**src/rtl/dm_loader_if.sv**
```systemverilog
// Load-job, input-stream and data-memory write pins of the PE data-memory loader.
// master = job/stream source side, slave = dm_loader.
interface dm_loader_if #(
  parameter int DATA_WIDTH    = 16,
  parameter int DM_ADDR_WIDTH = 8,
  parameter int INST_WIDTH    = 64
);
  logic                      cfg_v;
  logic                      cfg_rdy;
  logic [DM_ADDR_WIDTH-1:0]  cfg_base;
  logic [DM_ADDR_WIDTH:0]    cfg_len;
  logic                      s_valid;
  logic                      s_ready;
  logic [2*DATA_WIDTH-1:0]   s_data;
  logic                      dm_inst_v;
  logic [INST_WIDTH-1:0]     dm_inst;
  logic                      dm_wren;
  logic [2*DATA_WIDTH-1:0]   dm_wdata;
  logic                      busy;
  logic                      done;

  modport master (
    output cfg_v, cfg_base, cfg_len, s_valid, s_data,
    input  cfg_rdy, s_ready, dm_inst_v, dm_inst, dm_wren, dm_wdata, busy, done
  );

  modport slave (
    input  cfg_v, cfg_base, cfg_len, s_valid, s_data,
    output cfg_rdy, s_ready, dm_inst_v, dm_inst, dm_wren, dm_wdata, busy, done
  );
endinterface

```
**src/rtl/dm_loader.sv**
```systemverilog
// Write-side sequencer for a PE data memory: one address instruction, then len streamed words
// written at consecutive addresses; done pulses once the last write has reached the memory.
module dm_loader #(
  parameter int DATA_WIDTH    = 16,
  parameter int DM_ADDR_WIDTH = 8,
  parameter int INST_WIDTH    = 64
) (
  input  logic         clk,
  input  logic         rst_n,
  dm_loader_if.slave   bus
);
  localparam int WW = 2 * DATA_WIDTH;
  localparam logic [DM_ADDR_WIDTH:0] CNT_ONE = (DM_ADDR_WIDTH + 1)'(1);

  typedef enum logic [2:0] {IDLE, ADDR, LOAD, DRAIN, DONE} state_t;

  state_t                  state_q;
  logic [DM_ADDR_WIDTH:0]  len_q;
  logic [DM_ADDR_WIDTH:0]  cnt_q;
  logic [DM_ADDR_WIDTH:0]  cnt_d;
  logic                    drain_q;
  logic [WW-1:0]           data_q;
  logic [WW-1:0]           wdata_q;
  logic [INST_WIDTH-1:0]   inst_q;
  logic                    inst_v_q;
  logic                    wren_q;
  logic                    busy_q;
  logic                    done_q;
  logic                    s_ready;
  logic                    accept;

  assign s_ready = (state_q == LOAD);
  assign accept  = bus.s_valid && s_ready;
  assign cnt_d   = cnt_q + CNT_ONE;

  assign bus.cfg_rdy   = (state_q == IDLE);
  assign bus.s_ready   = s_ready;
  assign bus.dm_inst_v = inst_v_q;
  assign bus.dm_inst   = inst_q;
  assign bus.dm_wren   = wren_q;
  assign bus.dm_wdata  = wdata_q;
  assign bus.busy      = busy_q;
  assign bus.done      = done_q;

  always_ff @(posedge clk or negedge rst_n) begin
    if (!rst_n) begin
      state_q  <= IDLE;
      len_q    <= '0;
      cnt_q    <= '0;
      drain_q  <= 1'b0;
      data_q   <= '0;
      wdata_q  <= '0;
      inst_q   <= '0;
      inst_v_q <= 1'b0;
      wren_q   <= 1'b0;
      busy_q   <= 1'b0;
      done_q   <= 1'b0;
    end else begin
      // The memory registers wren, so data trails wren by one cycle through data_q.
      inst_v_q <= 1'b0;
      wren_q   <= accept;
      done_q   <= (state_q == DONE);
      if (accept) data_q <= bus.s_data;
      if (wren_q) wdata_q <= data_q;

      unique case (state_q)
        IDLE: begin
          if (bus.cfg_v) begin
            len_q  <= bus.cfg_len;
            cnt_q  <= '0;
            busy_q <= 1'b1;
            inst_q <= '0;
            inst_q[16 +: DM_ADDR_WIDTH] <= bus.cfg_base;
            if (bus.cfg_len == '0) begin
              state_q <= DONE;
            end else begin
              state_q  <= ADDR;
              inst_v_q <= 1'b1;
            end
          end
        end
        ADDR: state_q <= LOAD;
        LOAD: begin
          if (accept) begin
            cnt_q <= cnt_d;
            if (cnt_d == len_q) begin
              state_q <= DRAIN;
              drain_q <= 1'b0;
            end
          end
        end
        DRAIN: begin
          // Two cycles let the final word pass wren -> memory wren register -> write.
          drain_q <= ~drain_q;
          if (drain_q) state_q <= DONE;
        end
        DONE: begin
          state_q <= IDLE;
          busy_q  <= 1'b0;
        end
        default: state_q <= IDLE;
      endcase
    end
  end
endmodule

```
**src/flat_wrapper.sv**
```systemverilog
// flat-port wrapper written by rule: the top's interface ports become plain ports
module dm_loader_flat 
#(
  parameter int DATA_WIDTH    = 16,
  parameter int DM_ADDR_WIDTH = 8,
  parameter int INST_WIDTH    = 64
)
  (clk, rst_n, bus_cfg_v, bus_cfg_base, bus_cfg_len, bus_s_valid, bus_s_data, bus_cfg_rdy, bus_s_ready, bus_dm_inst_v, bus_dm_inst, bus_dm_wren, bus_dm_wdata, bus_busy, bus_done);
  dm_loader_if #(.DATA_WIDTH(DATA_WIDTH), .DM_ADDR_WIDTH(DM_ADDR_WIDTH), .INST_WIDTH(INST_WIDTH)) bus_i ();
  input  logic clk;
  input  logic rst_n;
  input wire logic [$bits(bus_i.cfg_v)-1:0] bus_cfg_v;
  input wire logic [$bits(bus_i.cfg_base)-1:0] bus_cfg_base;
  input wire logic [$bits(bus_i.cfg_len)-1:0] bus_cfg_len;
  input wire logic [$bits(bus_i.s_valid)-1:0] bus_s_valid;
  input wire logic [$bits(bus_i.s_data)-1:0] bus_s_data;
  output wire logic [$bits(bus_i.cfg_rdy)-1:0] bus_cfg_rdy;
  output wire logic [$bits(bus_i.s_ready)-1:0] bus_s_ready;
  output wire logic [$bits(bus_i.dm_inst_v)-1:0] bus_dm_inst_v;
  output wire logic [$bits(bus_i.dm_inst)-1:0] bus_dm_inst;
  output wire logic [$bits(bus_i.dm_wren)-1:0] bus_dm_wren;
  output wire logic [$bits(bus_i.dm_wdata)-1:0] bus_dm_wdata;
  output wire logic [$bits(bus_i.busy)-1:0] bus_busy;
  output wire logic [$bits(bus_i.done)-1:0] bus_done;
  assign bus_i.cfg_v = bus_cfg_v;
  assign bus_i.cfg_base = bus_cfg_base;
  assign bus_i.cfg_len = bus_cfg_len;
  assign bus_i.s_valid = bus_s_valid;
  assign bus_i.s_data = bus_s_data;
  assign bus_cfg_rdy = bus_i.cfg_rdy;
  assign bus_s_ready = bus_i.s_ready;
  assign bus_dm_inst_v = bus_i.dm_inst_v;
  assign bus_dm_inst = bus_i.dm_inst;
  assign bus_dm_wren = bus_i.dm_wren;
  assign bus_dm_wdata = bus_i.dm_wdata;
  assign bus_busy = bus_i.busy;
  assign bus_done = bus_i.done;
  dm_loader #(.DATA_WIDTH(DATA_WIDTH), .DM_ADDR_WIDTH(DM_ADDR_WIDTH), .INST_WIDTH(INST_WIDTH)) u_core (.clk(clk), .rst_n(rst_n), .bus(bus_i));
endmodule
```
**config.mk**
```make
export PLATFORM = sky130hd
export DESIGN_NAME = dm_loader_flat
export DESIGN_NICKNAME = d
export VERILOG_FILES = /design/src/rtl/dm_loader_if.sv /design/src/rtl/dm_loader.sv /design/src/flat_wrapper.sv
export SDC_FILE = /design/constraint.sdc
export NUM_CORES = 1
export LEC_CHECK = 0
export CORE_MARGIN = 2
export CORE_UTILIZATION = 60
export CTS_CLUSTER_DIAMETER = 150
export CTS_CLUSTER_SIZE = 14
export DETAILED_ROUTE_END_ITERATION = 7
export DONT_BUFFER_PORTS = 1
export PLACE_DENSITY = 0.81
export SKIP_CTS_REPAIR_TIMING = 1
export SLEW_MARGIN = 20
export SYNTH_ARGS = -nofsm -noshare
export SYNTH_HDL_FRONTEND = slang
export SYNTH_SLANG_ARGS = --single-unit
```
**constraint.sdc**
```tcl
create_clock -name clk -period 2.05 [get_ports clk]
set_input_delay 0.41 -clock clk [delete_from_list [all_inputs] [get_ports clk]]
set_output_delay 0.41 -clock clk [all_outputs]
set_load 0.02 [all_outputs]
```
== Yosys cells after proc, flatten, opt, wreduce, memory -nomap -nowiden ==
Cells that the tools add are included.
W data, S select, Z words.
Word-level totals
  input bits: 53
  bits in registers: 98
  output and inout port bits: 102
  memories kept: 0
  bits in latches: 0
  bits in read-only memories: 0
  memory bits (writable): 0
Cells by class
  divide/modulo/power cells: 0
  eq/ne operators: 9
  mux-type cells: 17
  multiply operators: 0
  bitwise gates (word level): 1
  shifts and indexed selects: 0
  reductions and logical operators: 11
  add/subtract/negate cells: 1
  magnitude comparators: 0
Operators with widths (count)
  $mux W9: 2
  $pmux W9 S2: 1
  $mux W3: 5
  $pmux W3 S4: 1
  $add A9 B1 Y9 const B: 1
  $eq A9 B9 Y1: 1
  $logic_not A9 Y1: 1
  $eq A3 B2 Y1 const B: 2
  $mux W1: 6
  $ne A2 B2 Y1 const B: 3
  $reduce_and A3 Y1: 2
  $reduce_bool A2 Y1: 3
  $pmux W1 S2: 2
  $reduce_and A2 Y1: 2
  $reduce_and A4 Y1: 1
  $eq A3 B1 Y1 const B: 1
  $eq A3 B3 Y1 const B: 1
  $logic_not A3 Y1: 1
  $ne A2 B1 Y1 const B: 1
  $logic_and A1 B1 Y1: 1
  $not A1 Y1: 1

== Longest topological paths before layout ==
Gate-level depths: netlist of run 1.
  depth in word-level cells: 5
  mapped depth: 8
  gate-level depth less buffers: 7

== Worst setup path before layout of run 1 ==
OpenSTA, ideal clock, no wires.
  path kind: reg2reg
  from: reg u_core.cnt_q[0]
  to: reg u_core.state_q[0]
  library setup time: 0.124 ns
  arrival: 1.773 ns
  data required time: 1.926 ns
  cell stages (with the launch flop): 8
  period minus slack after synthesis: 1.897 ns
  path buffers: 0
  slack: 0.153 ns
  cells stage by stage: dfrtp_1 > ha_1 > nand4_1 > o21a_1 > o21a_1 > o21ai_1 > a211oi_2 > a211o_1
On the way
  longest elaborated chain between the ends: 4
Ends and longest elaborated chain
  start: declaration: line dm_loader.sv:19  | logic [DM_ADDR_WIDTH:0] cnt_q;
  start signal: assignment: line dm_loader.sv:85  | cnt_q <= cnt_d;
  $add A9 B1 Y9: line dm_loader.sv:34  | assign cnt_d = cnt_q + CNT_ONE;
  $eq A9 B9 Y1: line dm_loader.sv:86  | if (cnt_d == len_q) begin
  $ne A2 B2 Y1 (no line)
  $reduce_and A4 Y1 (no line)
  end signal: assignment: line dm_loader.sv:82  | ADDR: state_q <= LOAD;
  end signal: assignment: line dm_loader.sv:87  | state_q <= DRAIN;
  end signal: assignment: line dm_loader.sv:95  | if (drain_q) state_q <= DONE;
  end: declaration: line dm_loader.sv:17  | state_t state_q;
Every way passes these cells.
A chain may end at the register's enable or synchronous reset.

== Final worst setup path of run 1 ==
  from: reg u_core.cnt_q[1]
  to: reg u_core.drain_q
On the way
  longest elaborated chain between the ends: 4
Ends and longest elaborated chain
  $add A9 B1 Y9: line dm_loader.sv:34
  $eq A9 B9 Y1: line dm_loader.sv:86
  $ne A2 B2 Y1 (no line)
  $reduce_and A3 Y1 (no line)
  end signal: assignment: line dm_loader.sv:94  | drain_q <= ~drain_q;
  end: declaration: line dm_loader.sv:21  | logic drain_q;
Every way passes these cells.

==> reports/qor.txt, run 1 <==
critical path endpoint - u_core.drain_q$_DFFE_PN0P_
later-pin clock latency in the skew report - 360 ps
Reg-to-Reg Start - u_core.cnt_q[1]$_DFFE_PN0P_
final cell count without fillers - 554
starting DRC count in detailed routing - 93
post-layout min period - 1940 ps
mapped cell area - 0.00450 sq mm
Reg clk slew, reported paths - 100 ps
ant diodes - 0
#FFs+latches synth - 98
initial antenna violation count - 0
status - finished with violations
met2 WL post-DR - 4050 um
Util after Layout - 63.3%
Final period util - 94.5%
number of global-route vias before repair - 2777
Core Area - 0.00725 sq mm
metal3 WL - 546 um
Post-Synthesis Cells - 452
setup ws final - 112 ps
R2R Path End - u_core.drain_q$_DFFE_PN0P_
Yosys top cell area share - 54.6%
DRC Markers - 0
GPL Wtd Cong - 0.825
Leak Pwr - 2.30 nW
Worst setup SP type - flop
H-tree depth - 3
CTS tree - done
Detail Route Antenna Nets - 0
Worst Path Max Fanout - 6
first-pass GRT wire length - 13600 um
Die ar. - 0.00820 sq mm
top sig layer - met4
area post-placement - 0.00438 sq mm
post-synth cell types - 45
Tot Pwr - 7.09 mW
sequential share of the synthesized area - 54.6%
R2R cell count - 7
Final Max Tran Viols - 0
Rows - 31
most common cell after layout, fill and taps aside - nand2_1
CTS Buffer Depth - 2
die height - 90.6 um
unrepaired setup endpoints after global routing - false
R2R Setup Slk - 110 ps
setup_tns - 0 ps
Max VDD drop - 0.948 mV
CP arrival - 2190 ps
met1 wire length - 3500 um
fill cell count - 604
most frequent cells in the layout - 157 x nand2_1, 97 x dfrtp_1, 56 x conb_1
Cell Count Post-Placement - 538
top post-synthesis cells by area - dfrtp_1 55%, nand2_1 13%, buf_4 9.5%
fraction of layout cells with a size suffix above 1 - 15.2%
Area Growth Syn to Fin - 2.09%
via count - 2831
Required @ worst endpoint - 2300 ps
Main synth FF type - dfrtp_1
drt total wl - 8170 um
pre-CTS WS - -32.7 ps
post-detailed-route wirelength per cell - 14.7 um
Nets - 504
I/O pins - 155
Synth area leader - dfrtp_1
Reg area - 0.00245 sq mm
final setup vio count - 0
cts bufs inserted - 9
Initial Util - 62.0%
Power Density - 1550 mW/mm^2
Final Hold Vio Count - 98
HPWL Detailed - 5660 um
Avg Inst Size Synth - 9.95 sq um
Async SR Flop Fraction - 100%
final setup skew - 7.02 ps
WHS - -274 ps
Yosys warning count - 0
cell area after layout - 0.00459 sq mm
Die Wd - 90.6 um
MaxCap Viol Count - 0
Via density - 5.11
failing checks - negative hold slack
number of enable flip-flop cells after synthesis - 0
clk root buf - clkbuf_8
crit path capture type - flop
Port Buf Inserts - 0
grt ovf - 0
Rel. slew slack - 65.3%
clk sink count - 98
largest net degree at the start of global routing - 99
Crit. Startpoint - u_core.cnt_q[1]$_DFFE_PN0P_
Multi-input gate area - 0.00174 sq mm
f_max - 516 MHz
1st-pass router iterations - 4
Hold Path Class - in -> async
Slew @ Worst Pin - 515 ps
critical path class - reg -> reg
GRT Total Usage - 20.8%
==> area by class of cell <==
class	instances	area share (%)
well taps	99	2.70
inverters	3	0.245
multi-input cells	329	37.8
flip-flops and latches	98	53.5
clock inverters	6	1.01
repair buffers	9	1.74
clock buffers	10	3.00
==> kinds of logic (layout without fill, tap and decap cells) <==
group                      Yosys count  count (layout)  share of synthesized area, %
and+or+nand+nor                    199             199                          18.5
DFF                                 98              98                          54.6
buffers and inverters               80              28                          11.9
AOI/OAI and AO/OA                   33              33                          4.98
muxes                               32              32                          8.02
xor gates and xnor gates             8               8                          1.73
adders and majority gates            1               1                         0.278
other                                1              56                        0.0834
==> metal layers <==
layer | global-route usage (%) | vias to the layer above
met3 | 6.76 | 7
li1 | - | 1346
met5 | 0 | -
met1 | 26.4 | 1380
met4 | 5.13 | 0
met2 | 34.6 | 98
==> flip-flops by register name, summed over array words and instances, names as in the netlist, 3 cells and up <==
signal and cells:
u_core.len_q 9, u_core.bus.dm_inst 8, u_core.cnt_q 9, u_core.bus.dm_wdata 32, u_core.data_q 32, u_core.state_q 3
==> cell usage after synthesis, types with 2 or more instances <==
| cell | count |
|---|---|
| nand3_1 | 5 |
| o21ai_0 | 13 |
| buf_2 | 3 |
| xnor2_1 | 6 |
| buf_1 | 9 |
| o41ai_1 | 3 |
| nand2b_1 | 4 |
| a21oi_1 | 2 |
| nand2_1 | 157 |
| nor3_1 | 3 |
| o21a_1 | 2 |
| a31oi_1 | 3 |
| nor4_1 | 3 |
| nor3b_1 | 2 |
| dfrtp_1 | 98 |
| nor2_1 | 13 |
| buf_6 | 2 |
| mux2_2 | 32 |
| o31ai_1 | 2 |
| buf_4 | 57 |
| inv_1 | 2 |
| o21ai_1 | 2 |
| clkbuf_1 | 6 |
| and2_1 | 2 |
==> how the worst min path moves through the flow <==
stage	to
5_1_grt	u_core.bus.dm_wdata[23]$_DFFE_PN0P_
3_5_place_dp	u_core.bus.dm_wdata[23]$_DFFE_PN0P_
6_report	u_core.bus.dm_wdata[23]$_DFFE_PN0P_
3_3_place_gp	u_core.bus.dm_wdata[22]$_DFFE_PN0P_
2_1_floorplan	u_core.bus.busy$_DFFE_PN0P_
4_1_cts	u_core.bus.dm_wdata[22]$_DFFE_PN0P_
==> critical path: stages (launching register included) <==
cell       delay [ps]
dfrtp_2           450
ha_4              200
xnor2_2           140
xnor2_1           140
a2111oi_2         350
o221ai_1          200
a211oi_2          230
o21ai_1           100
==> report_power, final <==
group / switching, mW / internal [mW] / total [mW]
Clock: 0.683 / 0.485 / 1.17
Combinational: 1.15 / 0.947 / 2.09
Sequential: 1.07 / 2.77 / 3.83
Power figures use the tool's default switching activity.
==> run 2, diff against run 1 <==
--- a/config.mk
+++ b/config.mk
@@ -5,13 +5,13 @@
 export SDC_FILE = /design/constraint.sdc
 export NUM_CORES = 1
 export LEC_CHECK = 0
-export CORE_MARGIN = 2
 export CORE_UTILIZATION = 60
 export CTS_CLUSTER_DIAMETER = 150
 export CTS_CLUSTER_SIZE = 14
 export DETAILED_ROUTE_END_ITERATION = 7
 export DONT_BUFFER_PORTS = 1
 export PLACE_DENSITY = 0.81
+export REMOVE_ABC_BUFFERS = 1
 export SKIP_CTS_REPAIR_TIMING = 1
 export SLEW_MARGIN = 20
 export SYNTH_ARGS = -nofsm -noshare
==> run 2 against run 1 <==
Effect of this change: the run still ends with negative hold slack left; routed wire length shrank 3.1%; via count grew 0.18%; sequential power is essentially flat; critical endpoint is now u_core.state_q[0]$_DFFE_PN0P_; register-to-register slack better by 40 ps; cell area rose by 0.57%.
==> reports/qor.txt, run 2 (same netlist as run 1, synthesis figures left out) <==
status - finished with violations
failing checks - negative hold slack
via count - 2836 (+0.18%)
Die ar. - 0.00784 sq mm (-4.4%)
cts bufs inserted - 9 (unchanged)
Worst Path Max Fanout - 6 (unchanged)
Final Hold Vio Count - 98 (unchanged)
final setup skew - 12.8 ps (+5.77 ps)
crit path capture type - flop
starting DRC count in detailed routing - 131 (+41%)
Util after Layout - 63.6% (+0.36 points)
Area Growth Syn to Fin - 2.67%
unrepaired setup endpoints after global routing - false
fraction of layout cells with a size suffix above 1 - 15.3% (+0.15 points)
drt total wl - 7920 um (-3.1%)
Detail Route Antenna Nets - 0 (unchanged)
Nets - 506 (+0.40%)
Final period util - 92.5% (-2.1 points)
clk sink count - 98 (unchanged)
Final Max Tran Viols - 0 (unchanged)
Die Wd - 88.6 um (-2.2%)
Port Buf Inserts - 0 (unchanged)
Hold Path Class - in -> async
Leak Pwr - 2.33 nW (+1.2%)
later-pin clock latency in the skew report - 360 ps (about the same)
CP arrival - 2200 ps (about the same)
Required @ worst endpoint - 2360 ps (+60 ps)
Max VDD drop - 1.17 mV (+24%)
CTS tree - done
f_max - 528 MHz (+2.2%)
Reg clk slew, reported paths - 100 ps (about the same)
Rows - 31 (unchanged)
Crit path max-delay family - compound AO/OA/AOI/OAI gates
metal3 WL - 598 um (+9.5%)
Power Density - 1570 mW/mm^2 (+1.4%)
area post-placement - 0.00438 sq mm (-0.11%)
fill cell count - 598 (-0.99%)
ant diodes - 0 (unchanged)
Slew @ Worst Pin - 529 ps (+13.9 ps)
post-layout min period - 1900 ps (-42.1 ps)
instance count on the critical path - 7 (unchanged)
die height - 88.6 um (-2.2%)
number of global-route vias before repair - 2791 (+0.50%)
clk root buf - clkbuf_8
GPL Wtd Cong - 0.801 (-3.0%)
Worst setup SP type - flop
cell area after layout - 0.00462 sq mm (+0.57%)
GRT Total Usage - 21.1% (+0.30 points)
met1 wire length - 3470 um (-1.0%)
Core Area - 0.00725 sq mm (unchanged)
met2 WL post-DR - 3790 um (-6.3%)
Initial Util - 62.0% (unchanged)
initial antenna violation count - 0 (unchanged)
final setup vio count - 0 (unchanged)
critical path class - reg -> reg
most frequent cells in the layout - 157 x nand2_1, 98 x dfrtp_1, 56 x conb_1
Crit path buffers/inverters - 0 (unchanged)
slowest stage delay, CP - 400 ps (-50 ps)
first-pass GRT wire length - 12600 um (-7.1%)
H-tree depth - 3 (unchanged)
CP max-delay cell - dfrtp_1
Tot Pwr - 7.23 mW (+1.9%)
WHS - -264 ps (+10.2 ps)
Via density - 5.10 (-0.18%)
DRC Markers - 0 (unchanged)
largest net degree at the start of global routing - 99 (unchanged)
Rel. slew slack - 64.6% (-0.74 points)
CP cell instances - ha_2 > xnor2_2 > xnor2_1 > a2111oi_2 > o221ai_1 > a211oi_2 > a211o_1
grt ovf - 0 (unchanged)
I/O pins - 155 (unchanged)
top sig layer - met4
R2R cell count - 7 (unchanged)
most common cell after layout, fill and taps aside - nand2_1
post-detailed-route wirelength per cell - 14.2 um (-3.5%)
MaxCap Viol Count - 0 (unchanged)
CTS Buffer Depth - 2 (unchanged)
1st-pass router iterations - 4 (unchanged)
HPWL Detailed - 5460 um (-3.5%)
## run 2: cell types whose count changed in the layout (fill, tap and decap cells not counted), sizes merged
cell and delta:
buf +2, bufinv +1, clkbuf -1, clkinv +2
clkinvlp -2
## run 2: layout make-up
class,count,area [sq um],area share [%]
clock buffer,9,124,2.68
clock inverter,7,95.1,2.06
inverter,3,11.3,0.244
multi-input combinational,329,1730,37.4
sequential,98,2450,53.1
tap,99,124,2.68
timing repair buffer,11,82.6,1.79
## run 2: through the flow
| step | setup TNS (ps) | worst slack (ps) | cells |
|---|---|---|---|
| 6_report | 0 | 154 | 556 |
| 5_1_grt | 0 | 16.2 | 556 |
| 4_1_cts | -8.43 | -8.43 | 555 |
| 3_5_place_dp | 0 | 19.4 | 539 |
| 3_3_place_gp | 0 | 107 | 539 |
| 2_1_floorplan | -19340 | -782 | 430 |
## run 2: where the power goes
| part | internal [mW] | switching, mW | total (mW) |
|---|---|---|---|
| clock network | 0.600 | 0.718 | 1.32 |
| registers | 2.76 | 1.03 | 3.80 |
| logic | 0.936 | 1.18 | 2.12 |
## run 2: final timing paths
path | from | end | slack [ps]
setup / recovery | u_core.cnt_q[0]$_DFFE_PN0P_ | u_core.state_q[0]$_DFFE_PN0P_ | 150
hold / removal | rst_n | u_core.bus.dm_wdata[9]$_DFFE_PN0P_ | -260
setup reg to reg | u_core.cnt_q[0]$_DFFE_PN0P_ | u_core.state_q[0]$_DFFE_PN0P_ | 150
hold reg to reg | u_core.data_q[22]$_DFFE_PN0P_ | u_core.data_q[22]$_DFFE_PN0P_ | 480
max in group asynchronous | rst_n | u_core.data_q[14]$_DFFE_PN0P_ | 2130
min in group clk | bus_cfg_len[2] | u_core.len_q[2]$_DFFE_PN0P_ | 150
## run 2: per-layer routing
metal,up-vias,track usage [%]
li1,1345,-
met2,104,35.5
met4,0,6.16
met5,-,0
met1,1380,25.6
met3,7,7.37
